**src/rtl/i2c_dac_pkg.sv**
```systemverilog
// Shared types and defaults for the I2C DAC target.
// Holds the FSM state enum, default address/command constants and helpers.
package i2c_dac_pkg;

    typedef enum logic [3:0] {
        S_IDLE,
        S_ADDR,
        S_ADDR_ACK,
        S_CMD,
        S_CMD_ACK,
        S_DHI,
        S_DHI_ACK,
        S_DLO,
        S_DLO_ACK,
        S_WAIT_STOP
    } state_t;

    localparam logic [5:0] ADDR_HI_DEF   = 6'b100110;
    localparam logic [3:0] CMD_WRITE_DEF = 4'b0011;

    function automatic logic [7:0] sat_inc(input logic [7:0] v);
        return (v == 8'hFF) ? v : v + 8'd1;
    endfunction

    // Frame was addressed to us but ended before the write completed.
    function automatic logic mid_frame(input state_t s);
        return (s == S_ADDR_ACK) || (s == S_CMD) || (s == S_CMD_ACK) ||
               (s == S_DHI) || (s == S_DHI_ACK) || (s == S_DLO);
    endfunction

    // States in which SCL rising edges shift a bit in.
    function automatic logic rx_state(input state_t s);
        return (s == S_ADDR) || (s == S_CMD) || (s == S_DHI) ||
               (s == S_DLO) || (s == S_WAIT_STOP);
    endfunction

endpackage

```
**src/rtl/i2c_line_sync.sv**
```systemverilog
// Synchronizes SCL/SDA into clk_in and detects bus edges and conditions.
// Ports: scl_in/sda_in async lines; sda_sync, scl_rise/fall, start/stop_det.
module i2c_line_sync #(
    parameter int SYNC_STAGES = 2
) (
    input  logic clk_in,
    input  logic reset_in,
    input  logic scl_in,
    input  logic sda_in,
    output logic sda_sync,
    output logic scl_rise,
    output logic scl_fall,
    output logic start_det,
    output logic stop_det
);

    // Top bit of each chain is the previous synchronized value.
    logic [SYNC_STAGES:0] scl_q;
    logic [SYNC_STAGES:0] sda_q;
    logic scl_s, scl_p, sda_p;

    always_ff @(posedge clk_in or negedge reset_in) begin
        if (!reset_in) begin
            scl_q <= '1;
            sda_q <= '1;
        end else begin
            scl_q <= {scl_q[SYNC_STAGES-1:0], scl_in};
            sda_q <= {sda_q[SYNC_STAGES-1:0], sda_in};
        end
    end

    assign scl_s    = scl_q[SYNC_STAGES-1];
    assign scl_p    = scl_q[SYNC_STAGES];
    assign sda_sync = sda_q[SYNC_STAGES-1];
    assign sda_p    = sda_q[SYNC_STAGES];

    assign scl_rise  = scl_s & ~scl_p;
    assign scl_fall  = ~scl_s & scl_p;
    assign start_det = scl_s & scl_p & sda_p & ~sda_sync;
    assign stop_det  = scl_s & scl_p & ~sda_p & sda_sync;

endmodule

```
**src/rtl/i2c_dac_target.sv**
```systemverilog
// I2C write-only target receiving 12-bit DAC codes for 16 channels.
// Ports: scl_in/sda_in bus, sda_oe pull-down, wr_* write strobe, busy, err_cnt.
module i2c_dac_target
    import i2c_dac_pkg::*;
#(
    parameter logic [5:0] ADDR_HI     = ADDR_HI_DEF,
    parameter logic [3:0] CMD_WRITE   = CMD_WRITE_DEF,
    parameter int         SYNC_STAGES = 2
) (
    input  logic        clk_in,
    input  logic        reset_in,
    input  logic        scl_in,
    input  logic        sda_in,
    output logic        sda_oe,
    input  logic        chip_id,
    output logic        wr_valid,
    output logic [3:0]  wr_chan,
    output logic [11:0] wr_data,
    output logic        busy,
    output logic [7:0]  err_cnt
);

    logic sda_sync, scl_rise, scl_fall, start_det, stop_det;

    i2c_line_sync #(.SYNC_STAGES(SYNC_STAGES)) u_sync (
        .clk_in   (clk_in),
        .reset_in (reset_in),
        .scl_in   (scl_in),
        .sda_in   (sda_in),
        .sda_sync (sda_sync),
        .scl_rise (scl_rise),
        .scl_fall (scl_fall),
        .start_det(start_det),
        .stop_det (stop_det)
    );

    state_t     state_q;
    logic [2:0] bit_q;
    logic       done_q;
    logic       extra_q;
    logic [7:0] sh_q;
    logic [3:0] chan_q;
    logic [7:0] hi_q;

    always_ff @(posedge clk_in or negedge reset_in) begin
        if (!reset_in) begin
            state_q  <= S_IDLE;
            bit_q    <= '0;
            done_q   <= 1'b0;
            extra_q  <= 1'b0;
            sh_q     <= '0;
            chan_q   <= '0;
            hi_q     <= '0;
            sda_oe   <= 1'b0;
            wr_valid <= 1'b0;
            wr_chan  <= '0;
            wr_data  <= '0;
            busy     <= 1'b0;
            err_cnt  <= '0;
        end else begin
            wr_valid <= 1'b0;
            if (start_det) begin
                if (mid_frame(state_q)) err_cnt <= sat_inc(err_cnt);
                state_q <= S_ADDR;
                bit_q   <= '0;
                done_q  <= 1'b0;
                extra_q <= 1'b0;
                sda_oe  <= 1'b0;
                busy    <= 1'b1;
            end else if (stop_det) begin
                if (mid_frame(state_q)) err_cnt <= sat_inc(err_cnt);
                state_q <= S_IDLE;
                bit_q   <= '0;
                done_q  <= 1'b0;
                extra_q <= 1'b0;
                sda_oe  <= 1'b0;
                busy    <= 1'b0;
            end else begin
                if (scl_rise && rx_state(state_q) && !done_q) begin
                    sh_q  <= {sh_q[6:0], sda_sync};
                    bit_q <= bit_q + 3'd1;
                    if (bit_q == 3'd7) begin
                        done_q <= 1'b1;
                        // Low nibble of the code is the top of this byte.
                        if (state_q == S_DLO) begin
                            wr_valid <= 1'b1;
                            wr_chan  <= chan_q;
                            wr_data  <= {hi_q, sh_q[6:3]};
                        end
                        if (state_q == S_WAIT_STOP && extra_q) begin
                            err_cnt <= sat_inc(err_cnt);
                            extra_q <= 1'b0;
                        end
                    end
                end
                if (scl_fall) begin
                    unique case (state_q)
                        S_ADDR: if (done_q) begin
                            done_q <= 1'b0;
                            if (sh_q == {ADDR_HI, chip_id, 1'b0}) begin
                                state_q <= S_ADDR_ACK;
                                sda_oe  <= 1'b1;
                            end else begin
                                state_q <= S_WAIT_STOP;
                            end
                        end
                        S_CMD: if (done_q) begin
                            done_q <= 1'b0;
                            if (sh_q[7:4] == CMD_WRITE) begin
                                chan_q  <= sh_q[3:0];
                                state_q <= S_CMD_ACK;
                                sda_oe  <= 1'b1;
                            end else begin
                                err_cnt <= sat_inc(err_cnt);
                                state_q <= S_WAIT_STOP;
                            end
                        end
                        S_DHI: if (done_q) begin
                            done_q  <= 1'b0;
                            hi_q    <= sh_q;
                            state_q <= S_DHI_ACK;
                            sda_oe  <= 1'b1;
                        end
                        S_DLO: if (done_q) begin
                            done_q  <= 1'b0;
                            state_q <= S_DLO_ACK;
                            sda_oe  <= 1'b1;
                        end
                        S_ADDR_ACK: begin
                            sda_oe  <= 1'b0;
                            state_q <= S_CMD;
                        end
                        S_CMD_ACK: begin
                            sda_oe  <= 1'b0;
                            state_q <= S_DHI;
                        end
                        S_DHI_ACK: begin
                            sda_oe  <= 1'b0;
                            state_q <= S_DLO;
                        end
                        S_DLO_ACK: begin
                            sda_oe  <= 1'b0;
                            extra_q <= 1'b1;
                            state_q <= S_WAIT_STOP;
                        end
                        S_IDLE, S_WAIT_STOP: ;
                        default: begin
                            sda_oe  <= 1'b0;
                            state_q <= S_IDLE;
                        end
                    endcase
                end
            end
        end
    end

endmodule

```
**config.mk**
```make
export PLATFORM = sky130hd
export DESIGN_NAME = i2c_dac_target
export DESIGN_NICKNAME = d
export VERILOG_FILES = /design/src/rtl/i2c_dac_pkg.sv /design/src/rtl/i2c_line_sync.sv /design/src/rtl/i2c_dac_target.sv
export SDC_FILE = /design/constraint.sdc
export NUM_CORES = 1
export LEC_CHECK = 0
export CAP_MARGIN = 5
export CORE_UTILIZATION = 60
export DETAILED_ROUTE_END_ITERATION = 16
export HOLD_SLACK_MARGIN = 0.15
export PLACE_DENSITY = 0.89
export REMOVE_ABC_BUFFERS = 1
export SLEW_MARGIN = 25
export SYNTH_ARGS = -nofsm -noshare
export SYNTH_HDL_FRONTEND = slang
export SYNTH_SLANG_ARGS = --single-unit
```
**constraint.sdc**
```tcl
create_clock -name clk_in -period 3.8 [get_ports clk_in]
set_input_delay 1.14 -clock clk_in [delete_from_list [all_inputs] [get_ports clk_in]]
set_output_delay 1.14 -clock clk_in [all_outputs]
set_load 0.05 [all_outputs]
```
==> flow_metrics.tcl, run 1 <==
set metrics [dict create \
    status "finished clean" \
    ir_drop_mv 0.493 \
    antenna_found_initial 0 \
    swShare_pct 31.1 \
    cts_made_buffers 9 \
    wl_per_cell_um 16.9 \
    route.antenna.remaining_nets 0 \
    powerDensity_nw_per_um2 539 \
    cp.required_ns 2.66 \
    tightest_slew_ns 0.592 \
    final.min_clock_period_ns 2.74 \
    nets 276 \
    fill_cells 293 \
    yosys_warnings 0 \
    crit_path_max_incr_delay_ns 0.84 \
    power_frac_comb_pct 18.3 \
    postCtsSetupBuffers 0 \
    fp.dieH_um 70.1 \
    hp-class "flip-flop to flip-flop" \
    hpwl_mm 3.62 \
    core_um2 4410 \
    ys_seq_area_share_pct 56.0 \
    slew_viol_final 0 \
    syn_to_final_growth_pct 19.8 \
    start_util_pct 63.1 \
    grt_pass1_wl_mm 9.52 \
    drc 0 \
    syn_area_per_cell_um2 12.0 \
    rows 24 \
    timing.hold.ws_ns 0.359 \
    layout_setup_ws_ns 1.06 \
    drt_pass1_iterations 4 \
    syn_area_um2 2790 \
    p_int_uw 1240 \
    postCtsHoldBufs 0 \
    clockBufferDepth 2 \
    critPathCaptureType "output port" \
    maxCapViolCount 0 \
    avgViaCountPerCell 6.08 \
    io_buffers 31 \
    cp_top_family "buffers and inverters" \
    fin_setup_tns_ns 0 \
    cp_cell_sequence "clkdlybuf4s50_1" \
    clock_skew_ns 0.00774 \
    cts_resized 0 \
    htreeDepth 3 \
    p_seq_share_pct 47.2 \
    rsz0062_at_grt "no" \
    gp_congestion 0.949 \
    critPathMaxFanout 5 \
    register_area_um2 1560 \
    grt_max_degree 29 \
    arrival_ns 1.60 \
    finish.utilization_pct 75.6 \
    drt_iter0_drc 279 \
    drive_gt1_share_pct 22.3 \
    cts_tree "yes" \
    syn_inst 233 \
    grt_usage_pct 25.6 \
    die_area_um2 4920 \
    synth-async-reset-ratio_pct 100 \
    p_leak_uw 0.00156 \
    finalSetupViolations 0 \
    first_global_vias 1911 \
    fmax_mhz 365 \
    synth_cell_types 49 \
    power_switching_uw 560 \
    cts_root_buf "clkbuf_8" \
    fin_crit_sh_pct 72.2 \
    multi_input_area_um2 1170 \
    grt-ovfl-total 0 \
    relSlewSlack_pct 60.0 \
    die_w_um 70.1 \
    place_ws_ns 1.04 \
    synthFlopType "dfrtp_1" \
    wirelength_mm 5.49 \
    clock_latency_ns 0.33 \
    clk_pin_slew_ns 0.06 \
    pin_count 32 \
    slowest_stage "clkdlybuf4s50_1" \
    crit_buf_inv 1 \
    hold_violations 0 \
    vias 1976 \
    start_kind "flip-flop" \
    ys_ff_latch 62 \
    cts_sinks 62 \
    p_clk_share_pct 34.5 \
    critPathKind "flip-flop to output port" \
    synth_edf_count 0 \
    n_antenna_cell 0 \
]
state kept, by name, indices dropped and copies added, names as in the netlist, 3 cells and up:
signal	count
bit_q	3
sh_q	8
wr_chan	4
state_q	4
err_cnt	8
u_sync.scl_q	3
u_sync.sda_q	3
chan_q	4
hi_q	8
wr_data	12
cells by family after synthesis:
logic type | after synthesis | share of synthesized area (%)
AND/OR/NAND/NOR | 86 | 17.5
flip-flops | 62 | 56.0
multiplexers | 32 | 12.9
AO/OA/AOI/OAI | 31 | 7.95
buffers and inverters | 12 | 2.11
XOR/XNOR | 7 | 2.20
adder cells (fa/ha/maj) | 3 | 1.35
final timing paths:
kind | startpoint | end | slack, ns | cells past startpoint
max | err_cnt[5]$_DFF_PN0_ | err_cnt[5] | 1.06 | 1
min | u_sync.scl_q[0]$_DFF_PN1_ | u_sync.scl_q[1]$_DFF_PN1_ | 0.36 | 0
min in group asynchronous | reset_in | sda_oe$_DFFE_PN0P_ | 0.81 | 1
max reg2reg | state_q[0]$_DFFE_PN0P_ | wr_data[10]$_DFFE_PN0P_ | 1.20 | 4
max in group asynchronous | reset_in | u_sync.scl_q[1]$_DFF_PN1_ | 2.25 | 2
min reg2reg | u_sync.scl_q[0]$_DFF_PN1_ | u_sync.scl_q[1]$_DFF_PN1_ | 0.36 | 0
cell usage in the layout (no fill, tap or decap), drive strengths merged, types with 4 or more instances in the layout:
master	instances
nor2	9
nand2b	5
dfstp	6
o21ai	10
xor2	6
nand3	5
dfrtp	56
nand2	35
clkdlybuf4s50	30
nor4	4
nor2b	4
clkbuf	10
mux2	32
synth_stat cells, drive strengths merged (4+ instances only):
master	n	area, um^2
nor4	4	25.0
dfstp	6	158
nand2b	5	31.3
nor2	9	33.8
nand2	35	131
buf	4	28.8
dfrtp	56	1400
nand3	5	25.0
nor2b	4	25.0
xor2	6	52.6
o21ai	10	50.0
clkbuf	5	18.8
mux2	32	360
power groups by stage:
| stage | sequential, uW | combinational, uW | clock (uW) |
|---|---|---|---|
| floorplan | 905 | 145 | 0 |
| global placement | 846 | 312 | 0 |
| detailed placement | 853 | 323 | 0 |
| CTS | 846 | 333 | 631 |
| global route | 861 | 362 | 663 |
| finish | 849 | 330 | 621 |
stage by stage:
step | instance area (um^2) | instances | power (uW)
after detailed placement | 3120 | 309 | 1180
after global placement | 3120 | 309 | 1160
after global routing | 3340 | 325 | 1890
after CTS | 3340 | 325 | 1810
final | 3340 | 325 | 1800
after floorplan | 2740 | 224 | 1050
layout make-up:
type                    instances  share of cell area [%]
flip-flops and latches         62                    46.7
multi-input cells             159                    35.0
repair buffers                 33                    9.60
clock buffers                  10                    3.82
clock inverters                 6                    2.59
well taps                      52                    1.95
inverters                       3                   0.337
metal layers:
metal,global-route usage (%),vias up,routed length [um]
li1,-,913,-
met2,38.6,60,2760
met3,5.48,11,235
met4,12.4,0,105
met1,35.6,992,2390
met5,0,-,0
No activity file was read; power rests on OpenSTA's default activity.
==> inputs of run 2 (changes only) <==
CORE_UTILIZATION = 50   (was 60)
PLACE_DENSITY = 0.79   (was 0.89)
clock period = 2.4 ns   (was 3.8 ns; I/O delays follow)
==> flow_metrics.tcl, run 2 (synthesized netlist as in run 1, its figures left out) <==
set metrics [dict create \
    max_flop_register "wr_data" \
    drc 0 \
    vias 1961 \
    fin_cells 353 \
    maxCapViolCount 0 \
    nets 286 \
    n_antenna_cell 0 \
    register_area_um2 1560 \
    drt_iter0_drc 120 \
    clk_pin_slew_ns 0.07 \
    fin_crit_sh_pct 95.7 \
    layout_commonest_cell "dfrtp_1" \
    critPathCaptureType "output port" \
    rrSetupSlack_ns 0.22 \
    start_util_pct 53.2 \
    clockBufferDepth 2 \
    wl_per_cell_um 15.0 \
    slew_viol_final 0 \
    grt-ovfl-total 0 \
    route.top_layer_used "met4" \
    grt_pass1_wl_mm 9.25 \
    cts_root_buf "clkbuf_8" \
    crit_buf_inv 1 \
    fill_cells 362 \
    ir_drop_mv 0.481 \
    first_global_vias 1901 \
    drt-met1-wl_mm 2.48 \
    fmax_mhz 435 \
    powerDensity_nw_per_um2 868 \
    avgViaCountPerCell 5.56 \
    crit_path_max_incr_delay_ns 0.83 \
    gp_congestion 0.907 \
    wl_met2_mm 2.51 \
    cts_sinks 62 \
    swShare_pct 28.3 \
    fp.dieH_um 76.6 \
    pin_count 32 \
    die_w_um 76.6 \
    cts_made_buffers 9 \
    rows 26 \
    p_seq_share_pct 43.3 \
    postCtsHoldBufs 0 \
    grt_usage_pct 20.7 \
    drt_pass1_iterations 4 \
    grt_max_degree 38 \
    cts_tree "yes" \
    timing.rr.start "bit_q[0]$_DFFE_PN0P_" \
    status "finished clean" \
    r2r_end "err_cnt[6]$_DFF_PN0_" \
    dr_wl_met3_um 240 \
    cts_resized 0 \
    p_int_uw 2170 \
    timing.hold.ws_ns 0.213 \
    arrival_ns 1.58 \
    clock_latency_ns 0.34 \
    cp_cell_sequence "clkdlybuf4s50_1" \
    drive_gt1_share_pct 25.1 \
    cp_top_family "buffers and inverters" \
    critPathKind "flip-flop to output port" \
    io_buffers 31 \
    start_kind "flip-flop" \
    multi_input_area_um2 1170 \
    relSlewSlack_pct 66.2 \
    finalSetupViolations 0 \
    largest_reg_flops 12 \
    core_um2 5240 \
    placed_cells 337 \
    p_leak_uw 0.00164 \
    cp.required_ns 1.68 \
    final.min_clock_period_ns 2.30 \
    power_frac_comb_pct 18.5 \
    hold_violations 0 \
    hpwl_mm 3.68 \
    clock_skew_ns 0.00941 \
    p_clk_share_pct 38.2 \
    layout_common_cells "dfrtp_1 (56), nand2_1 (35), mux2_2 (31)" \
    postCtsSetupBuffers 0 \
    wirelength_mm 5.29 \
    die_area_um2 5870 \
    hp-class "input pin to asynchronous set/reset pin" \
    fin_setup_tns_ns 0 \
    rsz0062_at_grt "no" \
    power_switching_uw 858 \
    critPathMaxFanout 5 \
    syn_to_final_growth_pct 25.4 \
    tightest_slew_ns 0.506 \
    htreeDepth 3 \
    slowest_stage "clkdlybuf4s50_1" \
    route.antenna.remaining_nets 0 \
    worst-r2r-cell-count 7 \
    finalPower_uw 3030 \
    antenna_found_initial 0 \
]
run 2: per-stage QoR:
step | util (%) | instance area [um^2] | worst slack [ns]
CTS | 66.7 | 3490 | 0.0813
global placement | 61.7 | 3230 | 0.0260
floorplan | - | 2740 | 0.360
detailed placement | 61.7 | 3230 | -0.0134
finish | 66.7 | 3490 | 0.102
global route | 66.7 | 3490 | 0.0394
run 2: power groups by stage:
stage | sequential, uW | clock [uW] | combinational (uW)
floorplan | 1430 | 0 | 230
detailed placement | 1330 | 0 | 561
CTS | 1310 | 1180 | 566
global route | 1340 | 1240 | 615
finish | 1310 | 1160 | 561
global placement | 1320 | 0 | 542
run 2: worst max path at each step:
stage | from | to | depth (start not counted)
2_1_floorplan | state_q[0]$_DFFE_PN0P_ | wr_chan[0]$_DFFE_PN0P_ | 4
3_3_place_gp | chip_id | sda_oe$_DFFE_PN0P_ | 6
3_5_place_dp | chip_id | sda_oe$_DFFE_PN0P_ | 6
4_1_cts | err_cnt[5]$_DFF_PN0_ | err_cnt[5] | 1
5_1_grt | err_cnt[2]$_DFF_PN0_ | err_cnt[2] | 1
6_report | err_cnt[5]$_DFF_PN0_ | err_cnt[5] | 1
run 2: area by class of cell:
| class | instances | share of cell area, % |
|---|---|---|
| multi-input combinational | 159 | 33.4 |
| sequential | 62 | 44.6 |
| inverter | 3 | 0.322 |
| tap | 70 | 2.51 |
| clock inverter | 3 | 2.58 |
| timing repair buffer | 43 | 11.7 |
| clock buffer | 13 | 4.84 |
run 2: per-layer routing:
layer	GRT usage [%]	up-vias
li1	-	938
met1	27.5	969
met2	31.4	47
met3	5.51	7
met4	10.2	0
met5	0	-
